$ cat src/rtl/seq_bin2bcd.sv
// Iterative double-dabble binary-to-BCD converter, one operand bit per clock, start/done handshake.
// Optional two's-complement input when SEQ_BIN2BCD_SIGNED_EN is defined (magnitude converted, sign on is_negative).
module seq_bin2bcd #(
   parameter int BIN_W  = 16,
   parameter int DIGITS = 5
) (
   input  logic                  clk,
   input  logic                  rst,
   input  logic                  start,
   input  logic [BIN_W-1:0]      bin,
   output logic                  busy,
   output logic                  done,
   output logic [4*DIGITS-1:0]   bcd,
   output logic                  overflow,
   output logic                  is_negative
);

   localparam int ACC_W = 4 * DIGITS;
   localparam int CNT_W = (BIN_W > 1) ? $clog2(BIN_W) : 1;
   localparam logic [CNT_W-1:0] LAST_CNT = CNT_W'(BIN_W - 1);

   typedef enum logic {
      S_IDLE,
      S_SHIFT
   } state_t;

   state_t            state_q, state_d;
   logic [BIN_W-1:0]  opnd_q, opnd_d;
   logic [ACC_W-1:0]  acc_q, acc_d;
   logic [CNT_W-1:0]  cnt_q, cnt_d;
   logic              sticky_q, sticky_d;
   logic [ACC_W-1:0]  bcd_q, bcd_d;
   logic              ovf_q, ovf_d;
   logic              done_q, done_d;

   logic [ACC_W-1:0]  acc_adj;
   logic [ACC_W-1:0]  acc_shl;
   logic [BIN_W-1:0]  opnd_shl;
   logic              shout;
   logic [BIN_W-1:0]  load_val;

   // Per-digit +3 correction; digits are independent, no carry between them.
   generate
      for (genvar gi = 0; gi < DIGITS; gi++) begin : g_dig
         assign acc_adj[4*gi +: 4] = (acc_q[4*gi +: 4] >= 4'd5) ? (acc_q[4*gi +: 4] + 4'd3)
                                                                 : acc_q[4*gi +: 4];
      end
   endgenerate

   assign {acc_shl, opnd_shl} = {acc_adj[ACC_W-2:0], opnd_q, 1'b0};
   assign shout               = acc_adj[ACC_W-1];

`ifdef SEQ_BIN2BCD_SIGNED_EN
   logic sign_q, sign_d;
   logic neg_q, neg_d;

   // Magnitude as an unsigned BIN_W value, so the most negative input converts to 2^(BIN_W-1).
   assign load_val = bin[BIN_W-1] ? ({BIN_W{1'b0}} - bin) : bin;
`else
   assign load_val = bin;
`endif

   always_comb begin
      state_d  = state_q;
      opnd_d   = opnd_q;
      acc_d    = acc_q;
      cnt_d    = cnt_q;
      sticky_d = sticky_q;
      bcd_d    = bcd_q;
      ovf_d    = ovf_q;
      done_d   = 1'b0;
`ifdef SEQ_BIN2BCD_SIGNED_EN
      sign_d   = sign_q;
      neg_d    = neg_q;
`endif
      case (state_q)
         S_IDLE: begin
            if (start) begin
               opnd_d   = load_val;
               acc_d    = '0;
               cnt_d    = '0;
               sticky_d = 1'b0;
               state_d  = S_SHIFT;
`ifdef SEQ_BIN2BCD_SIGNED_EN
               sign_d   = bin[BIN_W-1];
`endif
            end
         end
         S_SHIFT: begin
            opnd_d   = opnd_shl;
            acc_d    = acc_shl;
            sticky_d = sticky_q | shout;
            cnt_d    = cnt_q + 1'b1;
            if (cnt_q == LAST_CNT) begin
               // Results are published on the last shift edge; no separate done state.
               bcd_d   = acc_shl;
               ovf_d   = sticky_q | shout;
               done_d  = 1'b1;
               cnt_d   = '0;
               state_d = S_IDLE;
`ifdef SEQ_BIN2BCD_SIGNED_EN
               neg_d   = sign_q;
`endif
            end
         end
         default: state_d = S_IDLE;
      endcase
   end

   always_ff @(posedge clk or negedge rst) begin
      if (!rst) begin
         state_q  <= S_IDLE;
         opnd_q   <= '0;
         acc_q    <= '0;
         cnt_q    <= '0;
         sticky_q <= 1'b0;
         bcd_q    <= '0;
         ovf_q    <= 1'b0;
         done_q   <= 1'b0;
      end else begin
         state_q  <= state_d;
         opnd_q   <= opnd_d;
         acc_q    <= acc_d;
         cnt_q    <= cnt_d;
         sticky_q <= sticky_d;
         bcd_q    <= bcd_d;
         ovf_q    <= ovf_d;
         done_q   <= done_d;
      end
   end

`ifdef SEQ_BIN2BCD_SIGNED_EN
   always_ff @(posedge clk or negedge rst) begin
      if (!rst) begin
         sign_q <= 1'b0;
         neg_q  <= 1'b0;
      end else begin
         sign_q <= sign_d;
         neg_q  <= neg_d;
      end
   end

   assign is_negative = neg_q;
`else
   assign is_negative = 1'b0;
`endif

   assign busy     = (state_q == S_SHIFT);
   assign done     = done_q;
   assign bcd      = bcd_q;
   assign overflow = ovf_q;

endmodule

$ cat config.mk
export PLATFORM = sky130hd
export DESIGN_NAME = seq_bin2bcd
export DESIGN_NICKNAME = d
export VERILOG_FILES = /design/src/rtl/seq_bin2bcd.sv
export SDC_FILE = /design/constraint.sdc
export NUM_CORES = 1
export LEC_CHECK = 0
export CORE_ASPECT_RATIO = 1.2
export CORE_MARGIN = 1
export CORE_UTILIZATION = 59
export DETAILED_ROUTE_END_ITERATION = 6
export PLACE_DENSITY = 0.89
export SETUP_SLACK_MARGIN = 0.15
export SYNTH_ARGS = -nofsm -noshare
export SYNTH_HDL_FRONTEND = slang
export SYNTH_SLANG_ARGS = --single-unit
$ cat constraint.sdc
create_clock -name clk -period 4.5 [get_ports clk]
set_input_delay 0.9 -clock clk [delete_from_list [all_inputs] [get_ports clk]]
set_output_delay 0.9 -clock clk [all_outputs]
set_load 0.005 [all_outputs]
==> flow_metrics.tcl <==
set metrics [dict create \
    tritoncts.num_buffers 9 \
    ctsHoldBuffers 0 \
    clock.fmax_ghz 0.416 \
    setup.worst_path.class "in2reg" \
    grt_max_degree 70 \
    finalClockSkew_ps 5.36 \
    post-dp-hpwl_mm 3.94 \
    fillers 370 \
    final_antenna_net_count 0 \
    antenna_found_initial 0 \
    synth_fa_ha_area_share_pct 4.42 \
    rsz0062_at_grt "no" \
    post_cts_buffers 0 \
    gp_congestion 0.763 \
    finalWirelength_mm 5.74 \
    cts_tree "done" \
    routedWlPerCell_um 14.6 \
    synth_compound_area_share_pct 11.8 \
    r2r_slack_ps 2550 \
    worstPathArrival_ps 2590 \
    grt_pass1_vias 2263 \
    antenna_cells 0 \
    setup_tns_ps 0 \
    ir_worst_vdd_uv 427 \
    synth.distinct_cells 31 \
    layout_min_cycle_time_ps 2400 \
    drc 0 \
    grt_pass1_wl_mm 10.1 \
    track_usage_pct 25.1 \
    synth_top_family_by_area "multiplexers" \
    critPathMaxStageDelay_ps 970 \
    crit_family "buffers and inverters" \
    cp-start-kind "primary input" \
    fin_hold_ws_ps 477 \
    drv_slew 0 \
    seq_area_frac_synth_pct 51.5 \
    coreArea_um2 5010 \
    overflow 0 \
    num_vias 2159 \
    crit_chain "clkdlybuf4s50_1, inv_1, a21oi_1, a31oi_1" \
    initial_core_util_pct 62.1 \
    die_x_um 68.3 \
    clk_latency_ps 340 \
    drtIter0Drc 92 \
    num_io_pins 43 \
    cp_slowest_cell "clkdlybuf4s50_1" \
    post-route-period-util_pct 53.4 \
    fp.dieH_um 81.5 \
    setup-violations-final 0 \
    synth_xor_area_share_pct 1.69 \
    cts_buffer_depth 2 \
    synthCells 289 \
    status "complete, no violations" \
    netlist_area_um2 3110 \
    slew_headroom_pct 44.6 \
    synth-seq-cells 64 \
    cp_num_buf_inv 2 \
    cellPowerDensity_nw_per_um2 696 \
    crit_path_end_kind "flip-flop" \
    nNetsFinal 359 \
    vias_per_cell 5.48 \
    ctsResizeCount 0 \
    dr.pass1.iters 4 \
    finalHoldViolCount 0 \
    yosys.area_share.simple_pct 11.7 \
    muxShareOfSynthArea_pct 14.4 \
    dp.cells 378 \
    cts_root_buf "clkbuf_8" \
    worstMarginPinSlew_ps 831 \
    drive_above_1_share_pct 11.4 \
    stdcell_count 394 \
    worstPathMaxFanout 17 \
    cp.required_ps 4690 \
    min_path_type "reg2reg" \
    portBuffers 41 \
    die-area_um2 5570 \
    htreeDepth 3 \
    fp-row-count 28 \
    numClockSinks 64 \
    p_leak_nw 1.76 \
    maxCapViolCount 0 \
    area_delta_synth_final_pct 18.9 \
    clkTransAtPathRegs_ps 70 \
    synth_warnings 0 \
    syn_area_per_cell_um2 10.8 \
    synth_fp_nets 319 \
]
==> path summary, 6_finish.rpt <==
check | cells past startpoint | end | startpoint
min in group asynchronous | 1 | bcd[18] | rst
max in group asynchronous | 2 | acc_q[3] | rst
min reg2reg | 2 | overflow | overflow
min | 2 | overflow | overflow
max reg2reg | 4 | bcd[6] | busy
max | 4 | cnt_q[3] | start
==> per-layer routing <==
metal / wire [um] / part of all wire [%] / track usage [%]
met1: 2400 / 42 / 29.4
met2: 2970 / 52 / 41.3
met3: 197 / 3.4 / 5.42
met4: 171 / 3.0 / 15.8
met5: 0 / 0 / 0
==> where the power goes <==
part / switching (mW) / internal (mW)
Combinational: 0.530 / 0.602
Clock: 0.217 / 0.211
Sequential: 0.186 / 0.829
Total: 0.933 / 1.64
==> cells in the mapped netlist (all sizes together) <==
cell	number	area [um2]
nor3	4	20.0
a21oi	17	100
dfrtp	64	1600
xnor2	5	43.8
clkbuf	2	7.51
ha	11	138
nand2	45	176
nor3b	13	97.6
nand4b	1	8.76
nor2	5	18.8
inv	13	53.8
o31ai	2	15.0
a22o	1	8.76
o21ai	35	175
a31oi	1	6.26
and3	1	11.3
mux2i	31	310
nand2b	5	31.3
xor2	1	8.76
a21o	7	55.1
mux2	10	139
buf	13	72.6
a211oi	1	7.51
conb	1	3.75
==> layout make-up <==
class | instances | area (um2) | share of cell area (%)
Clock buffer | 12 | 145 | 3.92
Timing Repair Buffer | 44 | 428 | 11.6
Inverter | 13 | 53.8 | 1.45
Sequential cell | 64 | 1600 | 43.3
Tap cell | 60 | 75.1 | 2.03
Multi-Input combinational cell | 197 | 1380 | 37.2
Clock inverter | 4 | 20.0 | 0.541
==> cell usage in the layout (no fill, tap or decap), types with 2 or more instances in the layout <==
master           synthesis  routed
o21ai_0                 28      28
mux2_2                   3       3
dfrtp_1                 64      63
buf_4                    3       3
clkdlybuf4s50_1          0      40
clkbuf_1                 2       2
nand2_1                 44      44
o21ai_1                  7       7
nand2b_1                 5       5
mux2i_1                 31      31
nor2_1                   5       5
a21oi_1                 13      13
nor3b_1                 13      13
clkbuf_8                 0      10
ha_1                    11      11
xnor2_1                  5       5
o31ai_1                  2       2
inv_1                   12      12
clkinv_2                 0       4
a21o_1                   5       5
nor3_1                   4       4
mux2_4                   7       7
a21oi_2                  4       4
a21o_2                   2       2
==> registers in the layout, indices dropped and copies added, names as in the netlist <==
signal,count
acc_q,20
bcd,20
cnt_q,4
sticky_q,1
overflow,1
opnd_q,16
busy,1
done,1
==> worst reg2reg max path: cells and delay by family, from the launching register on <==
family | cells | cell delay [ps]
buffers and inverters | 2 | 790
AND/OR/NAND/NOR | 1 | 370
flip-flops | 1 | 360
multiplexers | 1 | 320
==> kinds of logic after synthesis <==
group,count (synthesis)
AOI/OAI and AO/OA,64
xor gates and xnor gates,6
adders and majority gates,11
and+or+nand+nor,74
muxes,41
DFF,64
buffers and inverters,28
other,1
==> through the flow <==
stage / cell area, um2 / util, % / power [mW] / setup WS, ps
CTS: 3700 / 73.9 / 2.60 / 2120
global placement: 3530 / 70.6 / 2.09 / 1790
global route: 3700 / 73.9 / 2.79 / 1990
finish: 3700 / 73.9 / 2.57 / 2100
floorplan: 3110 / - / 1.78 / 2870
detailed placement: 3530 / 70.6 / 2.16 / 1750
Note: power is estimated with default switching activity, not from simulation.
